## config.mk

```make
export PLATFORM = sky130hd
export DESIGN_NAME = gen_rr_mux_n
export DESIGN_NICKNAME = d
export VERILOG_FILES = /design/src/rtl/gen_rr_mux_n.sv
export SDC_FILE = /design/constraint.sdc
export NUM_CORES = 1
export LEC_CHECK = 0
export CAP_MARGIN = 30
export CORE_MARGIN = 2
export CORE_UTILIZATION = 35
export CTS_CLUSTER_DIAMETER = 30
export DETAILED_ROUTE_END_ITERATION = 8
export PLACE_DENSITY = 0.89
export SKIP_CTS_REPAIR_TIMING = 1
export SYNTH_ARGS = -nofsm -noshare
export SYNTH_HDL_FRONTEND = slang
export SYNTH_SLANG_ARGS = --single-unit
```

## constraint.sdc

```tcl
create_clock -name clk_in -period 4.3 [get_ports clk_in]
set_clock_uncertainty 0.1 [all_clocks]
set_input_delay 1.29 -clock clk_in [delete_from_list [all_inputs] [get_ports clk_in]]
set_output_delay 1.29 -clock clk_in [all_outputs]
set_load 0.005 [all_outputs]
```

## src/rtl/gen_rr_mux_n.sv

```systemverilog
// N-channel valid/ready multiplexer with round-robin or fixed-priority arbitration
// and a single registered output stage. Define GEN_MUX_LOCK_EN to add grant locking.
module gen_rr_mux_n #(
  parameter int DATA_WIDTH = 32,
  parameter int NUM_CH     = 4,
  parameter int SEL_WIDTH  = 2,
  parameter int ARB_MODE   = 0
) (
  input  logic                         clk_in,
  input  logic                         rst_in,
  input  logic [NUM_CH-1:0]            mux_valid_in,
  output logic [NUM_CH-1:0]            mux_ready_out,
  input  logic [NUM_CH*DATA_WIDTH-1:0] mux_data_in,
  output logic                         mux_valid_out,
  input  logic                         mux_ready_in,
  output logic [DATA_WIDTH-1:0]        mux_data_out,
  output logic [SEL_WIDTH-1:0]         mux_sel_out
`ifdef GEN_MUX_LOCK_EN
  ,
  input  logic                         mux_lock_in
`endif
);

  logic                  r_valid;
  logic [DATA_WIDTH-1:0] r_data;
  logic [SEL_WIDTH-1:0]  r_sel;
  logic [SEL_WIDTH-1:0]  r_ptr;
`ifdef GEN_MUX_LOCK_EN
  logic                  r_lock;
  logic [SEL_WIDTH-1:0]  r_lock_ch;
`endif

  logic [NUM_CH-1:0]     w_req;
  logic                  w_gnt_vld;
  logic [SEL_WIDTH-1:0]  w_gnt_idx;
  logic [SEL_WIDTH-1:0]  w_cand;
  logic [DATA_WIDTH-1:0] w_gnt_data;
  logic [SEL_WIDTH-1:0]  w_ptr_nxt;
  logic                  w_accept;
  logic                  w_xfer;
  int                    w_pos;

  // NOTE: every signal written here gets a default first, so no path leaves one
  // unassigned and no latch is inferred.
  always_comb begin
    w_req     = mux_valid_in;
`ifdef GEN_MUX_LOCK_EN
    if (r_lock) w_req = mux_valid_in & (NUM_CH'(1) << r_lock_ch);
`endif
    w_gnt_vld = 1'b0;
    w_gnt_idx = '0;
    w_cand    = '0;
    w_pos     = 0;
    // Walk the search order backwards so the earliest candidate is the last write.
    for (int k = NUM_CH - 1; k >= 0; k--) begin
      w_pos = (ARB_MODE == 0) ? int'(r_ptr) + k : k;
      if (w_pos >= NUM_CH) w_pos = w_pos - NUM_CH;
      w_cand = SEL_WIDTH'(w_pos);
      if (w_req[w_cand]) begin
        w_gnt_vld = 1'b1;
        w_gnt_idx = w_cand;
      end
    end
  end

  always_comb begin
    w_gnt_data = '0;
    for (int k = 0; k < NUM_CH; k++) begin
      if (w_gnt_idx == SEL_WIDTH'(k)) w_gnt_data = mux_data_in[k*DATA_WIDTH +: DATA_WIDTH];
    end
  end

  assign w_accept      = !r_valid || mux_ready_in;
  assign w_xfer        = w_gnt_vld && w_accept && !rst_in;
  assign mux_ready_out = w_xfer ? (NUM_CH'(1) << w_gnt_idx) : '0;
  // Explicit wrap so a non-power-of-two channel count never points at an unused index.
  assign w_ptr_nxt     = (w_gnt_idx == SEL_WIDTH'(NUM_CH - 1)) ? '0 : w_gnt_idx + 1'b1;

  // NOTE: state updates use non-blocking assignments so every register samples
  // pre-edge values regardless of statement order.
  always_ff @(posedge clk_in) begin
    if (rst_in) begin
      r_valid   <= 1'b0;
      r_data    <= '0;
      r_sel     <= '0;
      r_ptr     <= '0;
`ifdef GEN_MUX_LOCK_EN
      r_lock    <= 1'b0;
      r_lock_ch <= '0;
`endif
    end else if (w_xfer) begin
      r_valid <= 1'b1;
      r_data  <= w_gnt_data;
      r_sel   <= w_gnt_idx;
`ifdef GEN_MUX_LOCK_EN
      if (mux_lock_in) begin
        r_lock    <= 1'b1;
        r_lock_ch <= w_gnt_idx;
      end else begin
        r_lock <= 1'b0;
        r_ptr  <= w_ptr_nxt;
      end
`else
      r_ptr   <= w_ptr_nxt;
`endif
    end else if (w_accept) begin
      r_valid <= 1'b0;
    end
  end

  assign mux_valid_out = r_valid;
  assign mux_data_out  = r_data;
  assign mux_sel_out   = r_sel;

endmodule

```

==> results.md <==
- Static leakage: 0.00187 uW
- Compound-Gate Fraction of Synth Area: 48.2%
- Seq cells post-synth: 37
- Synth warn: 0
- CP max FO: 4
- GR Overflow Total: 0
- Critical path class: in2out
- Post-Synthesis Cell Area: 2380 um^2
- Status: finished, final reports clean
- Post-synthesis mux area share: 0%
- ANT nets after route: 0
- Die Y: 86.4 um
- Antenna violations before repair: 0
- Final net count: 606
- Wire length per cell: 16.1 um
- RSZ-0062 raised after global routing: no
- Residual DRC: 0
- Mean Syn Cell Area: 7.93 um^2
- Initial DRC count: 111
- CTS buffer count: 5
- Pwr Density: 343 nW/um^2
- Antenna Cells: 0
- Placed Area: 4200 um^2
- Setup violations, final: 0
- CP cell instances: dlymetal6s2s_1 > nor2b_1 > nor3b_1 > o22a_1 > inv_2 > ha_1 > and2_1 > dlymetal6s2s_1
- Slew Limit Fails: 0
- TritonCTS clock tree: done
- Std-Cell Rows: 30
- Pin count of the biggest net entering global routing: 65
- Port-buffer cells: 173
- Worst-margin pin slew: 0.882 ns
- Post-synth cell types: 28
- GRT Util Overall: 22.4%
- # IOs: 174
- Simple-gate share of the synthesized area: 6.26%
- Crit-path max cell delay: 0.26 ns
- Critical path data required time: 2.91 ns
- Via-to-Cell Ratio: 5.41
- Clock-pin transition on the worst setup and hold timing paths: 0.07 ns
- Layout cell share with drive strength beyond 1: 12.4%
- Hold WC Path Type: reg2reg
- Syn_nets: 439
- Fin Hold WS: 0.378 ns
- First-pass iteration count of the detailed router: 4
- Largest family of logic cells by synthesized area: compound AO/OA/AOI/OAI gates
- Worst endpoint data arrival time: 2.65 ns
- EDFF count, synth: 0
- Delay-heaviest family, CP: simple AND/OR/NAND/NOR gates
- Vias in the first global route: 2879
- Register area share after synthesis: 31.1%
- Setup TNS: 0 ns
- Routed wire length: 8.78 mm
- Clock root buffer: clkbuf_8
- Fmax: 247 MHz
- Skew-Pair Late Insertion Delay: 0.28 ns
- Via count: 2959
- Starting Density: 35.6%
- Peak VDD IR: 0.181 mV
- Ys flop type: dfxtp_1
- Period minus WS final: 4.04 ns
- Die Area: 7470 um^2
- Clock sinks: 37
- Post-route cell area: 4360 um^2
- Final Hold Vio Count: 0
- Ys async rst share: 0%
- Max stage delay cell, worst path: o22a_1
- Core Util, Final: 65.2%
- DP HPWL: 6.29 mm
- Xor/xnor share of the synthesized area: 0%
- Setup crit start kind: input pin
- Area growth syn-to-layout: 83.3%
- Critical Path Sink Type: output pin
- Headroom to the max-slew limit: 41.2%
- Max_cap viols: 0
- Gpl congestion: 0.892
- Critical path buffers and inverters: 3
- Synth Instances: 300
- Crit path top cell by count: dlymetal6s2s_1
- Clock Path Buffers: 2
- Post-Synth Adder-Cell Area: 2.10%
- Core region area: 6680 um^2
- First-pass GRT wire length: 13.5 mm
- Die Wd: 86.4 um
- Tcrit/Tclk final: 94.0%
- H-tree levels: 2
-- logic make-up after synthesis --
| family | after synthesis |
|---|---|
| compound gates | 166 |
| buf+inv | 67 |
| flops | 37 |
| simple gates | 26 |
| fa+ha+maj | 4 |
-- cells in the mapped netlist (2+ instances only) --
| cell | count | area [um^2] |
|---|---|---|
| nor2b_1 | 6 | 37.5 |
| a211o_1 | 31 | 272 |
| buf_2 | 8 | 40.0 |
| buf_6 | 4 | 45.0 |
| nand2_1 | 3 | 11.3 |
| nor2_1 | 4 | 15.0 |
| o21ai_1 | 2 | 10.0 |
| dfxtp_1 | 37 | 741 |
| a221oi_1 | 32 | 280 |
| nand3_1 | 3 | 15.0 |
| a21oi_2 | 18 | 158 |
| nor3_1 | 2 | 10.0 |
| a21oi_1 | 78 | 390 |
| and2_1 | 4 | 25.0 |
| clkbuf_1 | 17 | 63.8 |
| buf_1 | 3 | 11.3 |
| inv_1 | 34 | 128 |
| ha_1 | 4 | 50.1 |
-- registers in the layout (all words and copies together), names as in the netlist --
register       cells
mux_sel_out        2
mux_data_out      32
r_ptr              2
mux_valid_out      1
-- metal layers --
metal,up-vias,routed length (um),global-route usage [%]
met3,7,690,6.86
met1,1392,3470,25.9
met4,0,75,5.68
met5,-,0,0
li1,1448,-,-
met2,112,4550,40.3
-- power by group --
group / internal, uW / switching (uW) / total (uW)
Clock: 127 / 119 / 246
Combinational: 452 / 347 / 799
Sequential: 411 / 39.3 / 450
-- cell usage in the layout (no fill, tap or decap), types with 4 or more instances in the layout --
master           count
dlymetal6s2s_1       7
a21oi_1             78
inv_1               33
a21oi_2             18
a211o_1             31
buf_4               18
clkbuf_8             6
a221oi_1            32
and2_1               4
dfxtp_1             37
clkdlybuf4s50_1    165
-- cell type report --
cell class                      count  area (um^2)
Tap cell                           80          100
Multi-Input combinational cell    196         1400
Sequential cell                    37          741
Timing Repair Buffer              192         1900
Fill cell                         575         2320
Inverter                           35          131
Clock buffer                        7         86.3
-- tightest hold or removal path, cell delays in order (launching register included) --
cell and delay (ns):
dfxtp_1 0.32, nand3_1 0.06, o21ai_1 0.05
-- per-stage QoR --
stage | setup WS, ns | std cells | total power [uW]
CTS | -0.514 | 545 | 1500
finish | 0.258 | 547 | 1490
floorplan | 0.107 | 300 | 860
global placement | -0.387 | 538 | 1220
detailed placement | -0.496 | 538 | 1240
global route | 0.215 | 547 | 1590
-- path summary, 6_finish.rpt --
| kind | from | endpoint | slack [ns] | cells after the start |
|---|---|---|---|---|
| setup / recovery | mux_valid_in[0] | mux_ready_out[0] | 0.26 | 8 |
| hold / removal | mux_sel_out[0] | mux_sel_out[0] | 0.38 | 2 |
| setup reg to reg | r_ptr[0] | mux_data_out[20] | 1.41 | 12 |
| hold reg to reg | mux_sel_out[0] | mux_sel_out[0] | 0.38 | 2 |
No activity file was read; power rests on OpenSTA's default activity.
